<file path="src/rtl/btb_pkg.sv">
// Shared BTB definitions: address slicing and the update-queue entry layout.
package btb_pkg;

    localparam int BTB_TAG_W = 23;
    localparam int BTB_IDX_W = 7;

    localparam int BTB_TAG_MSB = 31;
    localparam int BTB_TAG_LSB = 9;
    localparam int BTB_IDX_MSB = 8;
    localparam int BTB_IDX_LSB = 2;

    typedef struct packed {
        logic [31:0] pc;
        logic [31:0] target;
        logic        valid;
    } btb_entry_t;

    function automatic logic [BTB_IDX_W-1:0] btb_index(input logic [31:0] pc);
        return pc[BTB_IDX_MSB:BTB_IDX_LSB];
    endfunction

    function automatic logic [BTB_TAG_W-1:0] btb_tag(input logic [31:0] pc);
        return pc[BTB_TAG_MSB:BTB_TAG_LSB];
    endfunction

endpackage

</file>
<file path="src/rtl/btb_uq_match.sv">
// Parallel PC comparator over all queue entries; the head being popped this
// cycle never matches, so a race with the drain allocates a fresh entry.
module btb_uq_match #(
    parameter int DEPTH = 4,
    parameter int PTR_W = 2
) (
    input  logic [DEPTH-1:0][31:0] pc_i,
    input  logic [DEPTH-1:0]       valid_i,
    input  logic [PTR_W-1:0]       head_i,
    input  logic                   pop_i,
    input  logic [31:0]            req_pc_i,
    output logic [DEPTH-1:0]       match_vec_o,
    output logic [PTR_W-1:0]       match_idx_o,
    output logic                   match_o
);

    always_comb begin
        match_vec_o = '0;
        match_idx_o = '0;
        for (int i = 0; i < DEPTH; i++) begin
            match_vec_o[i] = valid_i[i] && (pc_i[i] == req_pc_i)
                             && !(pop_i && (head_i == PTR_W'(i)));
        end
        // PCs stay unique in the queue, so the vector is at most one-hot.
        for (int i = 0; i < DEPTH; i++) begin
            if (match_vec_o[i]) match_idx_o = PTR_W'(i);
        end
        match_o = |match_vec_o;
    end

endmodule

</file>
<file path="src/rtl/btb_update_queue.sv">
// Queue of resolved taken-branch updates between execute and the BTB write
// port: filters correct predictions, coalesces repeat PCs, drains one per cycle.
module btb_update_queue
    import btb_pkg::*;
#(
    parameter int DEPTH  = 4,
    parameter int PTR_W  = 2,
    parameter int DROP_W = 8
) (
    input  logic              CLK,
    input  logic              RST,
    input  logic              BPU__Stall,
    input  logic              Resolve_Valid,
    input  logic              Resolve_Taken,
    input  logic [31:0]       Resolve_PC,
    input  logic [31:0]       Resolve_Target,
    input  logic              Resolve_Pred_Hit,
    input  logic [31:0]       Resolve_Pred_Target,
    input  logic              Flush,
    output logic [31:0]       BTB_Write_Addr,
    output logic [31:0]       BTB_Write_Data,
    output logic              BTB_Write_En,
    output logic              Queue_Full,
    output logic              Queue_Empty,
    output logic [DROP_W-1:0] Drop_Count
);

    btb_entry_t        entries_q [DEPTH];
    logic [PTR_W-1:0]  rd_ptr_q, rd_ptr_d;
    logic [PTR_W-1:0]  wr_ptr_q, wr_ptr_d;
    logic [PTR_W:0]    count_q, count_d;
    logic [DROP_W-1:0] drop_q, drop_d;

    logic [DEPTH-1:0][31:0] pc_vec;
    logic [DEPTH-1:0]       valid_vec;
    logic [DEPTH-1:0]       match_vec;
    logic [PTR_W-1:0]       match_idx;
    logic                   match;
    logic                   req, pop, push, drop, coalesce;

    assign Queue_Empty = (count_q == '0);
    assign Queue_Full  = (count_q == (PTR_W+1)'(DEPTH));

    assign pop          = ~Queue_Empty & ~BPU__Stall & ~RST;
    assign BTB_Write_En = pop;

    assign BTB_Write_Addr = Queue_Empty ? 32'h0 : entries_q[rd_ptr_q].pc;
    assign BTB_Write_Data = Queue_Empty ? 32'h0 : entries_q[rd_ptr_q].target;

    assign req = Resolve_Valid & Resolve_Taken
                 & ~(Resolve_Pred_Hit & (Resolve_Pred_Target == Resolve_Target));

    always_comb begin
        for (int i = 0; i < DEPTH; i++) begin
            pc_vec[i]    = entries_q[i].pc;
            valid_vec[i] = entries_q[i].valid;
        end
    end

    btb_uq_match #(
        .DEPTH (DEPTH),
        .PTR_W (PTR_W)
    ) u_match (
        .pc_i        (pc_vec),
        .valid_i     (valid_vec),
        .head_i      (rd_ptr_q),
        .pop_i       (pop),
        .req_pc_i    (Resolve_PC),
        .match_vec_o (match_vec),
        .match_idx_o (match_idx),
        .match_o     (match)
    );

    // A full queue still accepts a push when the head drains in the same cycle.
    assign coalesce = req & match;
    assign push     = req & ~match & (~Queue_Full | pop);
    assign drop     = req & ~match & Queue_Full & ~pop;

    always_comb begin
        rd_ptr_d = pop  ? rd_ptr_q + PTR_W'(1) : rd_ptr_q;
        wr_ptr_d = push ? wr_ptr_q + PTR_W'(1) : wr_ptr_q;
        count_d  = count_q + (PTR_W+1)'(push) - (PTR_W+1)'(pop);
        drop_d   = (drop && (drop_q != '1)) ? drop_q + DROP_W'(1) : drop_q;
        if (Flush) begin
            rd_ptr_d = '0;
            wr_ptr_d = '0;
            count_d  = '0;
        end
    end

    always_ff @(posedge CLK) begin
        if (RST) begin
            rd_ptr_q <= '0;
            wr_ptr_q <= '0;
            count_q  <= '0;
            drop_q   <= '0;
            for (int i = 0; i < DEPTH; i++) entries_q[i].valid <= 1'b0;
        end else begin
            rd_ptr_q <= rd_ptr_d;
            wr_ptr_q <= wr_ptr_d;
            count_q  <= count_d;
            drop_q   <= drop_d;
            if (Flush) begin
                for (int i = 0; i < DEPTH; i++) entries_q[i].valid <= 1'b0;
            end else begin
                if (pop) entries_q[rd_ptr_q].valid <= 1'b0;
                if (coalesce) entries_q[match_idx].target <= Resolve_Target;
                // Ordered after the pop so a full-with-pop push revalidates the slot.
                if (push) entries_q[wr_ptr_q] <= '{pc: Resolve_PC, target: Resolve_Target, valid: 1'b1};
            end
        end
    end

    assign Drop_Count = drop_q;

    logic unused_match_vec;
    assign unused_match_vec = ^match_vec;

endmodule

</file>
<file path="config.mk">
export PLATFORM = sky130hd
export DESIGN_NAME = btb_update_queue
export DESIGN_NICKNAME = d
export VERILOG_FILES = /design/src/rtl/btb_pkg.sv /design/src/rtl/btb_uq_match.sv /design/src/rtl/btb_update_queue.sv
export SDC_FILE = /design/constraint.sdc
export NUM_CORES = 1
export LEC_CHECK = 0
export ABC_AREA = 1
export BUFFER_PORTS_ARGS = -buffer_cell sky130_fd_sc_hd__buf_2
export CORE_MARGIN = 2
export CORE_UTILIZATION = 53
export DETAILED_ROUTE_END_ITERATION = 6
export GPL_TIMING_DRIVEN = 0
export PLACE_DENSITY = 0.77
export SLEW_MARGIN = 10
export SYNTH_ARGS = -nofsm -noshare
export SYNTH_HDL_FRONTEND = slang
export SYNTH_SLANG_ARGS = --single-unit
</file>
<file path="constraint.sdc">
create_clock -name CLK -period 3.3 [get_ports CLK]
set_clock_uncertainty 0.1 [all_clocks]
set_input_delay 0.33 -clock CLK [delete_from_list [all_inputs] [get_ports CLK]]
set_output_delay 0.33 -clock CLK [all_outputs]
set_load 0.005 [all_outputs]
</file>
==> results.toml <==
[detailed_routing]
wire_per_inst_um = 20.1
via_count = 12500
first_pass_iters = 6
wl_um = 44100
initialDrtViolationCount = 1428
drtAntennaViolNets = 0
drc = 0
viasPerCell = 5.68

[worst_setup_path]
cpPeakStageDelay_ps = 520
worstPathRequired_ps = 3440
crit_path_end_kind = "register"
slowest_stage = "dlygate4sd3_1"
crit_cells = 19
cp.buffers_inverters = 5
crit_fanout = 22
path_class = "in -> reg"
worstPathCellList = "dlygate4sd3_1, buf_2, inv_1, nand2_1, nand2_1, inv_1, nand2_1, nor2_1, nand2_1, nor2_2, nand3_1, nand2_2, nor2_8, nand4_4, nor2_1, nor2_4, nand2_1, nor2_4, buf_16"
startpoint_type = "input port"
reg2reg_depth = 14
worstPathArrival_ps = 3300
path_common_cell = "nand2_1"
critical-path-top-delay-family = "simple AND/OR/NAND/NOR gates"

[floorplan]
start_util_pct = 53.8
core_mm2 = 0.0260
die_w_um = 166
die_area_mm2 = 0.0277
boundaryPins = 178
num_rows = 59
die_h_um = 166

[synthesis]
synth-seq-area-share_pct = 58.0
yosys.cell_count.top_type = "nand2_1"
synth_top_cell_area_share_pct = 55.0
synth_edf_count = 256
synth.largest_area_cell = "edfxtp_1"
synth.avg_cell_area_um2 = 8.96
syn-instance-count = 1561
synth_nets = 1671
synth_xor_area_share_pct = 3.32
synthTopCellsByArea = "edfxtp_1 (55%), nand2_1 (8.6%), nor2_1 (6.9%)"
synthTopCellsByCount = "nand2_1 (321), nor2_1 (257), edfxtp_1 (256)"
synth_mux_area_share_pct = 0
syn_area_mm2 = 0.0140
synthDistinctLibCells = 43
synthSimpleGateAreaFrac_pct = 19.8
yosys_warnings = 0
synth_top_family_by_area = "simple AND/OR/NAND/NOR gates"
ys.flop_type = "edfxtp_1"
synth_compound_area_share_pct = 11.4
synthAdderAreaFrac_pct = 0.680
ys_ff_latch = 277
synth-async-reset-ratio_pct = 0

[job]
drv_cap = 0

[pwr]
pwr-share-comb_pct = 7.8
power_frac_seq_pct = 49.0
power_uw = 7880
irDropWorstVdd_uv = 520
switchingPower_uw = 1730
swShare_pct = 22.0
pwr-share-clk_pct = 43.2
p_int_uw = 6150
cellLeakagePower_uw = 0.00713
p_per_area_mw_per_mm2 = 459

[timing]
finalSetupViolCount = 0
finalHoldViolCount = 0
period_needed_ps = 3160
finalCritPeriodShare_pct = 95.8
max_slew_margin_pct = 37.9
worst_pin_slew_ps = 932
rsz0062_at_grt = "no"
finalMaxSlewViolations = 0
whs_ps = 16.1
timing.fmax_ghz = 0.316
worst_slack_ps = 139

[layout]
area_growth_pct = 22.7
layout.nets = 1950
fill_cells = 2042
seq_area_mm2 = 0.00811
post-route-util_pct = 66.1
drive_above_1_share_pct = 15.8
multi_input_area_mm2 = 0.00497
final-instance-count-excl-fill = 2199

[clock_tree]
clock_path_buffers = 3
cts_tree = "done"
clock_latency_ps = 550
clk_pin_slew_ps = 60
numCtsBuffers = 28
h-tree-depth = 1
root_buffer = "clkbuf_16"
cts.sinks = 277

[global_routing]
overflow = 0
grt_start_max_net_pins = 33
grt_pass1_wl_um = 66200
antenna_found_initial = 3
grtUsageTotal_pct = 30.7
grt_pass1_vias = 12000

[placement]
place_congestion = 0.964
dp_hpwl_um = 30400
dp.cells = 2078
io_buffer_count = 177
dp_slack_ps = -530

[worst_hold_path]
hold_depth = 1
hp-class = "in -> reg"

[outcome]
status = "finished clean"
-- registers in the layout, indices dropped and copies added (netlist names), named ones only --
name        cells
entries_q     260
count_q         3
wr_ptr_q        2
rd_ptr_q        2
Drop_Count      8
-- per-stage QoR --
stage               cell area, µm²  setup TNS, ps
floorplan                    14000              0
global placement             15300        -228860
detailed placement           15400         -55560
CTS                          17100              0
global route                 17200              0
finish                       17200              0
-- layout by cell type (no fill, tap or decap), types with 7 or more instances in the layout --
cell type	instances
buf_1	7
inv_1	179
dfxtp_1	20
clkinv_2	7
a21oi_1	123
o22ai_1	10
nor2_2	7
clkbuf_16	29
nand4_1	23
xor2_1	14
nor3_1	11
dlygate4sd3_1	59
nor2_4	10
nand2_1	321
o21ai_0	155
clkbuf_1	35
bufinv_16	7
xnor2_1	39
buf_4	8
nand3_1	27
edfxtp_1	256
buf_2	187
o21ai_1	8
nor2_1	249
clkbuf_2	12
-- area by class of cell --
cell class,instances,share of cell area [%]
multi-input cells,1035,29.0
clock buffers,34,4.34
clock inverters,17,1.36
well taps,335,2.44
inverters,188,4.37
diodes,3,0.0437
flip-flops and latches,277,47.2
repair buffers,250,9.74
plain buffers,60,1.52
-- path summary, 6_finish.rpt --
path	endpoint	start	slack, ps
worst max-delay path	entries_q[0][4]$_DFFE_PP_	Resolve_PC[19]	140
worst min-delay path	entries_q[3][57]$_DFFE_PP_	Resolve_PC[24]	20
worst max register to register	entries_q[0][4]$_DFFE_PP_	entries_q[1][53]$_DFFE_PP_	150
worst min register to register	entries_q[1][0]$_SDFFE_PP1P_	entries_q[1][0]$_SDFFE_PP1P_	390
-- power groups by stage --
stage               logic [µW]  registers [µW]  clock network [µW]
finish                     619            3860                3400
global route               670            3860                3550
CTS                        600            3860                3420
detailed placement         540            3940                   0
global placement           524            3940                   0
floorplan                  268            3940                   0
-- logic make-up after synthesis --
kind of cell / after synthesis
adders and majority gates: 7
and+or+nand+nor: 667
DFF: 277
buffers and inverters: 249
AOI/OAI and AO/OA: 308
xor gates and xnor gates: 53
-- what timing repair did --
item                       in CTS  in global routing
hold endpoints to repair      230                  0
pin swaps                       2                  3
setup buffers                   4                  5
cloned                          0                  0
setup endpoints to repair     132                228
hold buffers                   59                  0
resized for setup              16                 10
-- metal layers --
metal	vias to the layer above	share of wire (%)	global-route usage, %
met2	784	47	50.9
met5	-	0	0
li1	5756	-	-
met4	0	4.1	12.8
met1	5832	38	38.7
met3	125	11	7.49
(Power assumes the default switching activity.)
